--- config.mk ---
export PLATFORM = sky130hd
export DESIGN_NAME = router_fifo_flat
export DESIGN_NICKNAME = d
export VERILOG_FILES = /design/src/rtl/router_pkg.sv /design/src/rtl/router_fifo_if.sv /design/src/rtl/router_fifo.sv /design/src/flat_wrapper.sv
export SDC_FILE = /design/constraint.sdc
export NUM_CORES = 1
export LEC_CHECK = 0
export CAP_MARGIN = 0
export CELL_PAD_IN_SITES_DETAIL_PLACEMENT = 1
export CELL_PAD_IN_SITES_GLOBAL_PLACEMENT = 1
export CORE_UTILIZATION = 28
export DETAILED_ROUTE_END_ITERATION = 16
export PLACE_DENSITY = 0.58
export SLEW_MARGIN = 20
export SYNTH_ARGS = -nofsm -noshare
export SYNTH_HDL_FRONTEND = slang
export SYNTH_SLANG_ARGS = --single-unit
--- constraint.sdc ---
create_clock -name clk -period 3.2 [get_ports clk]
set_input_delay 0.48 -clock clk [delete_from_list [all_inputs] [get_ports clk]]
set_output_delay 0.48 -clock clk [all_outputs]
set_load 0.01 [all_outputs]
--- src/rtl/router_pkg.sv ---
// Shared router types and constants: byte width, FIFO depth, header field layout.
package router_pkg;

  localparam int DATA_WIDTH = 8;
  localparam int FIFO_DEPTH = 16;
  localparam int PKT_CNT_W  = 7;

  // Header byte layout: len occupies [7:2], destination addr occupies [1:0].
  typedef struct packed {
    logic [5:0] len;
    logic [1:0] addr;
  } hdr_t;

  // Bytes still to drain after the header: payload plus the parity byte.
  function automatic logic [PKT_CNT_W-1:0] pkt_len(input hdr_t h);
    return PKT_CNT_W'(h.len) + PKT_CNT_W'(1);
  endfunction

endpackage

--- src/rtl/router_fifo_if.sv ---
// Write/read handshake and status bundle for one router output FIFO.
interface router_fifo_if
  import router_pkg::*;
#(
  parameter int DATA_WIDTH = router_pkg::DATA_WIDTH
);
  logic                  write_enb;
  logic                  read_enb;
  logic                  lfd_state;
  logic [DATA_WIDTH-1:0] data_in;
  logic [DATA_WIDTH-1:0] data_out;
  logic                  full;
  logic                  empty;
  logic                  busy;

  modport master (
    output write_enb, read_enb, lfd_state, data_in,
    input  data_out, full, empty, busy
  );

  modport slave (
    input  write_enb, read_enb, lfd_state, data_in,
    output data_out, full, empty, busy
  );
endinterface

--- src/rtl/router_fifo.sv ---
// Output-port FIFO of the 1x3 router: tagged byte storage plus a packet drain counter.
module router_fifo
  import router_pkg::*;
#(
  parameter int DATA_WIDTH = router_pkg::DATA_WIDTH,
  parameter int DEPTH      = router_pkg::FIFO_DEPTH,
  parameter int ADDR_WIDTH = $clog2(DEPTH)
) (
  input logic          clk,
  input logic          reset,
  input logic          soft_reset,
  router_fifo_if.slave bus
);

  logic [ADDR_WIDTH:0]   wr_ptr;
  logic [ADDR_WIDTH:0]   rd_ptr;
  logic [DATA_WIDTH:0]   mem [DEPTH];
  logic [DATA_WIDTH:0]   rd_entry;
  logic [PKT_CNT_W-1:0]  pkt_count;
  logic [DATA_WIDTH-1:0] data_out_q;
  logic                  lfd_d;
  logic                  full;
  logic                  empty;
  logic                  do_write;
  logic                  do_read;

  assign empty = (wr_ptr == rd_ptr);
  assign full  = (wr_ptr[ADDR_WIDTH] != rd_ptr[ADDR_WIDTH]) &&
                 (wr_ptr[ADDR_WIDTH-1:0] == rd_ptr[ADDR_WIDTH-1:0]);

  assign do_write = bus.write_enb && !full;
  assign do_read  = bus.read_enb && !empty;
  assign rd_entry = mem[rd_ptr[ADDR_WIDTH-1:0]];

  assign bus.full     = full;
  assign bus.empty    = empty;
  assign bus.busy     = (pkt_count != '0);
  assign bus.data_out = data_out_q;

  // Storage is not reset; the tag is the header flag delayed to line up with its byte.
  always_ff @(posedge clk) begin
    if (!soft_reset && do_write)
      mem[wr_ptr[ADDR_WIDTH-1:0]] <= {lfd_d, bus.data_in};
  end

  always_ff @(posedge clk or negedge reset) begin
    if (!reset) begin
      wr_ptr     <= '0;
      rd_ptr     <= '0;
      pkt_count  <= '0;
      lfd_d      <= 1'b0;
      data_out_q <= '0;
    end else if (soft_reset) begin
      wr_ptr     <= '0;
      rd_ptr     <= '0;
      pkt_count  <= '0;
      lfd_d      <= 1'b0;
      data_out_q <= '0;
    end else begin
      lfd_d <= bus.lfd_state;

      if (do_write)
        wr_ptr <= wr_ptr + (ADDR_WIDTH+1)'(1);

      if (do_read) begin
        rd_ptr     <= rd_ptr + (ADDR_WIDTH+1)'(1);
        data_out_q <= rd_entry[DATA_WIDTH-1:0];
        if (rd_entry[DATA_WIDTH])
          pkt_count <= pkt_len(hdr_t'(rd_entry[DATA_WIDTH-1:0]));
        else if (pkt_count != '0)
          pkt_count <= pkt_count - PKT_CNT_W'(1);
      end else if (pkt_count == '0) begin
        data_out_q <= '0;
      end
    end
  end

endmodule

--- src/flat_wrapper.sv ---
// flat-port wrapper written by rule: the top's interface ports become plain ports
module router_fifo_flat import router_pkg::*;
#(
  parameter int DATA_WIDTH = router_pkg::DATA_WIDTH,
  parameter int DEPTH      = router_pkg::FIFO_DEPTH,
  parameter int ADDR_WIDTH = $clog2(DEPTH)
)
  (clk, reset, soft_reset, bus_write_enb, bus_read_enb, bus_lfd_state, bus_data_in, bus_data_out, bus_full, bus_empty, bus_busy);
  router_fifo_if #(.DATA_WIDTH(DATA_WIDTH)) bus_i ();
  input logic clk;
  input logic reset;
  input logic soft_reset;
  input wire logic [$bits(bus_i.write_enb)-1:0] bus_write_enb;
  input wire logic [$bits(bus_i.read_enb)-1:0] bus_read_enb;
  input wire logic [$bits(bus_i.lfd_state)-1:0] bus_lfd_state;
  input wire logic [$bits(bus_i.data_in)-1:0] bus_data_in;
  output wire logic [$bits(bus_i.data_out)-1:0] bus_data_out;
  output wire logic [$bits(bus_i.full)-1:0] bus_full;
  output wire logic [$bits(bus_i.empty)-1:0] bus_empty;
  output wire logic [$bits(bus_i.busy)-1:0] bus_busy;
  assign bus_i.write_enb = bus_write_enb;
  assign bus_i.read_enb = bus_read_enb;
  assign bus_i.lfd_state = bus_lfd_state;
  assign bus_i.data_in = bus_data_in;
  assign bus_data_out = bus_i.data_out;
  assign bus_full = bus_i.full;
  assign bus_empty = bus_i.empty;
  assign bus_busy = bus_i.busy;
  router_fifo #(.DATA_WIDTH(DATA_WIDTH), .DEPTH(DEPTH), .ADDR_WIDTH(ADDR_WIDTH)) u_core (.clk(clk), .reset(reset), .soft_reset(soft_reset), .bus(bus_i));
endmodule
**After elaboration in Yosys (flattened, before gate mapping)**

Memory sizes are Yosys's and may differ from the RTL's.
Index checks and enable logic that the tools add are counted.

- Add/sub/neg operators: 4
- Equality and inequality tests: 3
- Mux-type cells: 14
- Reductions and logical operators: 14

Operator list:

| operator | number |
|---|---|
| $mux W7 | 4 |
| $mux W8 | 3 |
| $mux W5 | 4 |
| $add A5 B1 Y5 const B | 2 |
| $add A6 B1 Y7 const B | 1 |
| $logic_not A7 Y1 | 1 |
| $reduce_bool A7 Y1 | 1 |
| $sub A7 B1 Y7 const B | 1 |
| $reduce_bool A3 Y1 | 2 |
| $eq A5 B5 Y1 | 1 |
| $eq A4 B4 Y1 | 1 |
| $logic_and A1 B1 Y1 | 4 |
| $reduce_bool A2 Y1 | 2 |
| $logic_not A1 Y1 | 3 |
| $mux W1 | 3 |
| $reduce_and A2 Y1 | 1 |
| $ne A1 B1 Y1 | 1 |

- Flip-flop bits (word level): 26
- RAM bits: 144
- Input port bits: 14
- Output and inout bits: 11
- Word-level logic and storage cells: 41
- Memories kept: 1

Memories:

| name | words | bits a word | rd ports | clocked after Yosys merged registers in | wr ports | line | RTL |
|---|---|---|---|---|---|---|---|
| u_core.mem | 16 | 9 | 1 | 0 | 1 | router_fifo.sv:17 | `logic [DATA_WIDTH:0] mem [DEPTH];` |

**Logic depth before layout (Yosys ltp)**

- Depth after elaboration: 7
- Mapped depth: 11
- Depth with buffers taken out: 8

**Worst setup path after synthesis**

No wires, ideal clock.

- Kind: reg-to-reg
- From: register u_core.rd_ptr[1]
- To: memory u_core.mem[7][0] (netlist name) (enable)
- Setup time: 387 ps
- Arrival time: 2348 ps
- Data required time: 2813 ps
- Setup slack: 465 ps
- Stages on the path, launching flop included: 9
- Buffers on the path: 3
- Clock period less this slack: 2735 ps
- Cells stage by stage: dfrtp_1 -> buf_4 -> buf_4 -> buf_4 -> xnor2_1 -> and4_1 -> a21oi_1 -> nand3_1 -> nor3_1

- Longest elaborated chain between the ends: 7

Ends and longest elaborated chain:

| what | line | RTL |
|---|---|---|
| from (decl) | router_fifo.sv:16 | `logic [ADDR_WIDTH:0] rd_ptr;` |
| from (signal assigned) | router_fifo.sv:66 | `rd_ptr <= rd_ptr + (ADDR_WIDTH+1)'(1);` |
| $eq A4 B4 Y1 | router_fifo.sv:29 | `(wr_ptr[ADDR_WIDTH-1:0] == rd_ptr[ADDR_WIDTH-1:0]);` |
| $logic_and A1 B1 Y1 | router_fifo.sv:28 | `assign full = (wr_ptr[ADDR_WIDTH] != rd_ptr[ADDR_WIDTH]) &&` |
| $logic_not A1 Y1 | router_fifo.sv:31 | `assign do_write = bus.write_enb && !full;` |
| $logic_and A1 B1 Y1 | router_fifo.sv:31 |  |
| $logic_and A1 B1 Y1 | router_fifo.sv:42 | `if (!soft_reset && do_write)` |
| $mux W1 | router_fifo.sv:42 |  |
| $mux W1 (implied by the code) | router_fifo.sv:43 | `mem[wr_ptr[ADDR_WIDTH-1:0]] <= {lfd_d, bus.data_in};` |
| to (decl) | router_fifo.sv:17 |  |

No other way between the ends.

**Worst setup path in the final report**

- From: register u_core.pkt_count[2]
- To: output bus_busy

- Longest elaborated chain between the ends: 1

Ends and longest elaborated chain:

| what | line | RTL |
|---|---|---|
| from (decl) | router_fifo.sv:19 | `logic [PKT_CNT_W-1:0] pkt_count;` |
| from (signal assigned) | router_fifo.sv:69 | `pkt_count <= pkt_len(hdr_t'(rd_entry[DATA_WIDTH-1:0]));` |
| from (signal assigned) | router_fifo.sv:71 | `pkt_count <= pkt_count - PKT_CNT_W'(1);` |
| $reduce_bool A7 Y1 | router_fifo.sv:37 | `assign bus.busy = (pkt_count != '0);` |
| to (decl) | flat_wrapper.sv:20 | `output wire logic [$bits(bus_i.busy)-1:0] bus_busy;` |

No other way between the ends.

==> flow_metrics.py <==
metrics = {
    "logic_synthesis": {
        "ys_ff_latch": 170,
        "synth-main-ff-cell": "edfxtp_1",
        "synthesis.area_mm2": 0.00725,
        "synth_cell_types": 55,
        "synth_area_per_cell_um2": 16.9,
        "ys.warnings.count": 0,
        "yosysSeqAreaShare": 0.686,
        "syn_inst": 429,
        "synth_edf_count": 144,
        "synthArstFlopShare": 0.153,
        "synthesis.nets": 451,
    },
    "cts": {
        "cts.sinks": 170,
        "postCtsSetupBuffers": 0,
        "clkLatencyLatePin_ps": 420,
        "clock_path_buffers": 2,
        "htreeDepth": 4,
        "cts_resized": 0,
        "cts_hold_buf": 0,
        "cts_root_buffer": "clkbuf_16",
        "clkSlewWorstSetupHoldPaths_ps": 60,
        "cts_made_buffers": 17,
        "cts_tree": "yes",
    },
    "pwr": {
        "power.density_mw_per_mm2": 636,
        "power.leakage_nw": 2.80,
        "total_power_mw": 5.45,
        "peakVddDrop_mv": 0.390,
    },
    "sta": {
        "slew_headroom": 0.491,
        "slew_viol_final": 0,
        "finalCritPeriodShare": 0.907,
        "tightest_slew_ps": 763,
        "rsz0062_at_grt": "false",
        "fmax_mhz": 345,
        "setup_tns_ps": 0,
        "finalSetupViolations": 0,
        "finalHoldViolations": 0,
        "skew_ps": 5.95,
        "hold_slack_ps": 495,
        "period_minus_slack_ps": 2900,
    },
    "grt": {
        "grtUsageTotal": 0.138,
        "grt_pass1_vias": 4120,
        "grt_pass1_wl_um": 26100,
        "grt_overflow": 0,
        "grt_max_degree": 29,
        "grt_antenna_before_repair": 0,
    },
    "cells_and_area": {
        "fillers": 2588,
        "antenna_cells": 0,
        "multi_input_area_mm2": 0.00213,
        "area_growth_pct": 18.2,
        "fin_area_mm2": 0.00857,
        "seq_area_mm2": 0.00498,
        "drive_gt1_frac": 0.207,
        "nNetsFinal": 499,
    },
    "detailed_routing": {
        "drtIter0Drc": 275,
        "vias": 3874,
        "drtPass1Iterations": 4,
        "wire_per_inst_um": 20.7,
        "antenna_left": 0,
        "via_per_inst": 4.74,
        "drt_wl_total_um": 16900,
        "post-route-drc-count": 0,
    },
    "setup_path": {
        "endpoint_kind": "primary output",
        "cp_max_fo": 13,
        "required_ps": 2720,
        "rrSetupSlack_ps": 360,
        "crit_path_start_kind": "flip-flop",
        "path_class": "flip-flop to primary output",
        "worstPathArrival_ps": 2420,
    },
    "placed_design": {
        "port_buffers": 24,
        "place_area_mm2": 0.00803,
        "place.gp.congestion": 0.771,
        "dpl.hpwl_um": 10900,
    },
    "floorplanning": {
        "dieArea_mm2": 0.0265,
        "initial_core_util": 0.287,
        "coreArea_mm2": 0.0253,
        "die_x_um": 163,
        "std_cell_rows": 58,
        "die_h_um": 163,
        "io_pins": 25,
    },
    "outcome": {
        "status": "complete, no violations",
    },
    "min_path": {
        "min_path_type": "primary input to asynchronous set/reset pin",
    },
    "run": {
        "drv_cap": 0,
    },
}
## routing by layer
layer	wire, um	vias up	global-route usage
met1	8000	2044	0.184
met3	416	17	0.0272
li1	-	1768	-
met2	8290	45	0.224
met5	0	-	0
met4	238	0	0.0433
## cell families (layout without fill, tap and decap cells)
| kind of cell | after synthesis | after routing | share of synthesized area |
|---|---|---|---|
| buffers and inverters | 34 | 92 | 0.0231 |
| AO/OA/AOI/OAI | 44 | 44 | 0.0431 |
| AND/OR/NAND/NOR | 106 | 106 | 0.0784 |
| adder cells (fa/ha/maj) | 8 | 8 | 0.0138 |
| XOR/XNOR | 17 | 17 | 0.0205 |
| multiplexers | 50 | 50 | 0.135 |
| flip-flops | 170 | 170 | 0.686 |
## flip-flops by register name (all words and copies together) (netlist names)
register and flops:
u_core.bus.data_out 8, u_core.wr_ptr 5, u_core.pkt_count 7, u_core.mem 144, u_core.rd_ptr 5, u_core.lfd_d 1
## through the flow
step                      setup WS, ps   util  instances
after global routing               100  0.339        817
after global placement             361  0.318        788
after CTS                          268  0.339        817
after detailed placement           345  0.318        788
final                              299  0.339        817
after floorplan                    465      -        429
## final timing paths
path | from | endpoint | depth (start not counted)
min | reset | u_core.pkt_count[2] | 1
min in group clk | u_core.bus.data_out[2] | u_core.bus.data_out[2] | 2
min reg2reg | u_core.bus.data_out[2] | u_core.bus.data_out[2] | 2
max reg2reg | u_core.rd_ptr[0] | u_core.pkt_count[1] | 8
max in group asynchronous | reset | u_core.bus.data_out[1] | 2
max | u_core.pkt_count[2] | bus_busy | 4
## Yosys cell counts (3+ instances only)
master    instances  area, um2
buf_4             5       37.5
xnor2_1          12        105
dfrtp_1          26        651
a22oi_1           3       22.5
inv_1            12       45.0
buf_2             5       25.0
nand3_1          14       70.1
and2_1           11       68.8
nand2_1          24       90.1
nor2_1           22       82.6
mux4_1            5        131
nor2b_1           6       37.5
xor2_1            5       43.8
nand4_1           3       18.8
o21ai_1           3       15.0
o21ai_0           5       25.0
ha_1              8        100
edfxtp_1        144       4320
nor3_1            7       35.0
mux2i_1           8       80.1
clkbuf_1          9       33.8
mux2_2            5       56.3
mux4_2           31        698
a21oi_1          15       75.1
## critical path, cell delays in order, from the launching register on
cell	delay, ps
dfrtp_1	430
nor4_1	440
and3b_1	330
inv_1	240
clkdlybuf4s50_1	550
## layout make-up
type                    instances  area share
flip-flops and latches        170       0.581
multi-input cells             225       0.248
repair buffers                 51      0.0546
clock buffers                  20      0.0510
well taps                     330      0.0482
clock inverters                 9      0.0118
inverters                      12     0.00526
## placed cells by master (no fill, tap or decap), types with 3 or more instances in the layout
cell type,synthesis,final
xor2_1,5,5
dfrtp_1,26,24
a21oi_1,15,15
inv_1,12,12
mux4_1,5,5
buf_4,5,25
a22oi_1,3,3
nor3_1,7,3
mux2_2,5,5
clkbuf_16,0,17
mux4_2,31,31
nor3_2,1,5
clkbuf_1,9,3
xnor2_1,12,12
nor2b_1,6,6
o21ai_0,5,5
nand3_1,14,14
clkinv_1,0,3
edfxtp_1,144,144
and2_1,11,11
nand2_1,24,24
nand4_1,3,3
nor2_1,22,22
mux2i_1,8,8
clkdlybuf4s50_1,0,24
o21ai_1,3,3
ha_1,8,8
## power by group
group | switching, mW | internal (mW) | leakage [nW]
Clock | 0.793 | 1.13 | 0.259
Sequential | 0.0830 | 2.46 | 1.65
Combinational | 0.524 | 0.459 | 0.889
Note: power is estimated with default switching activity, not from simulation.
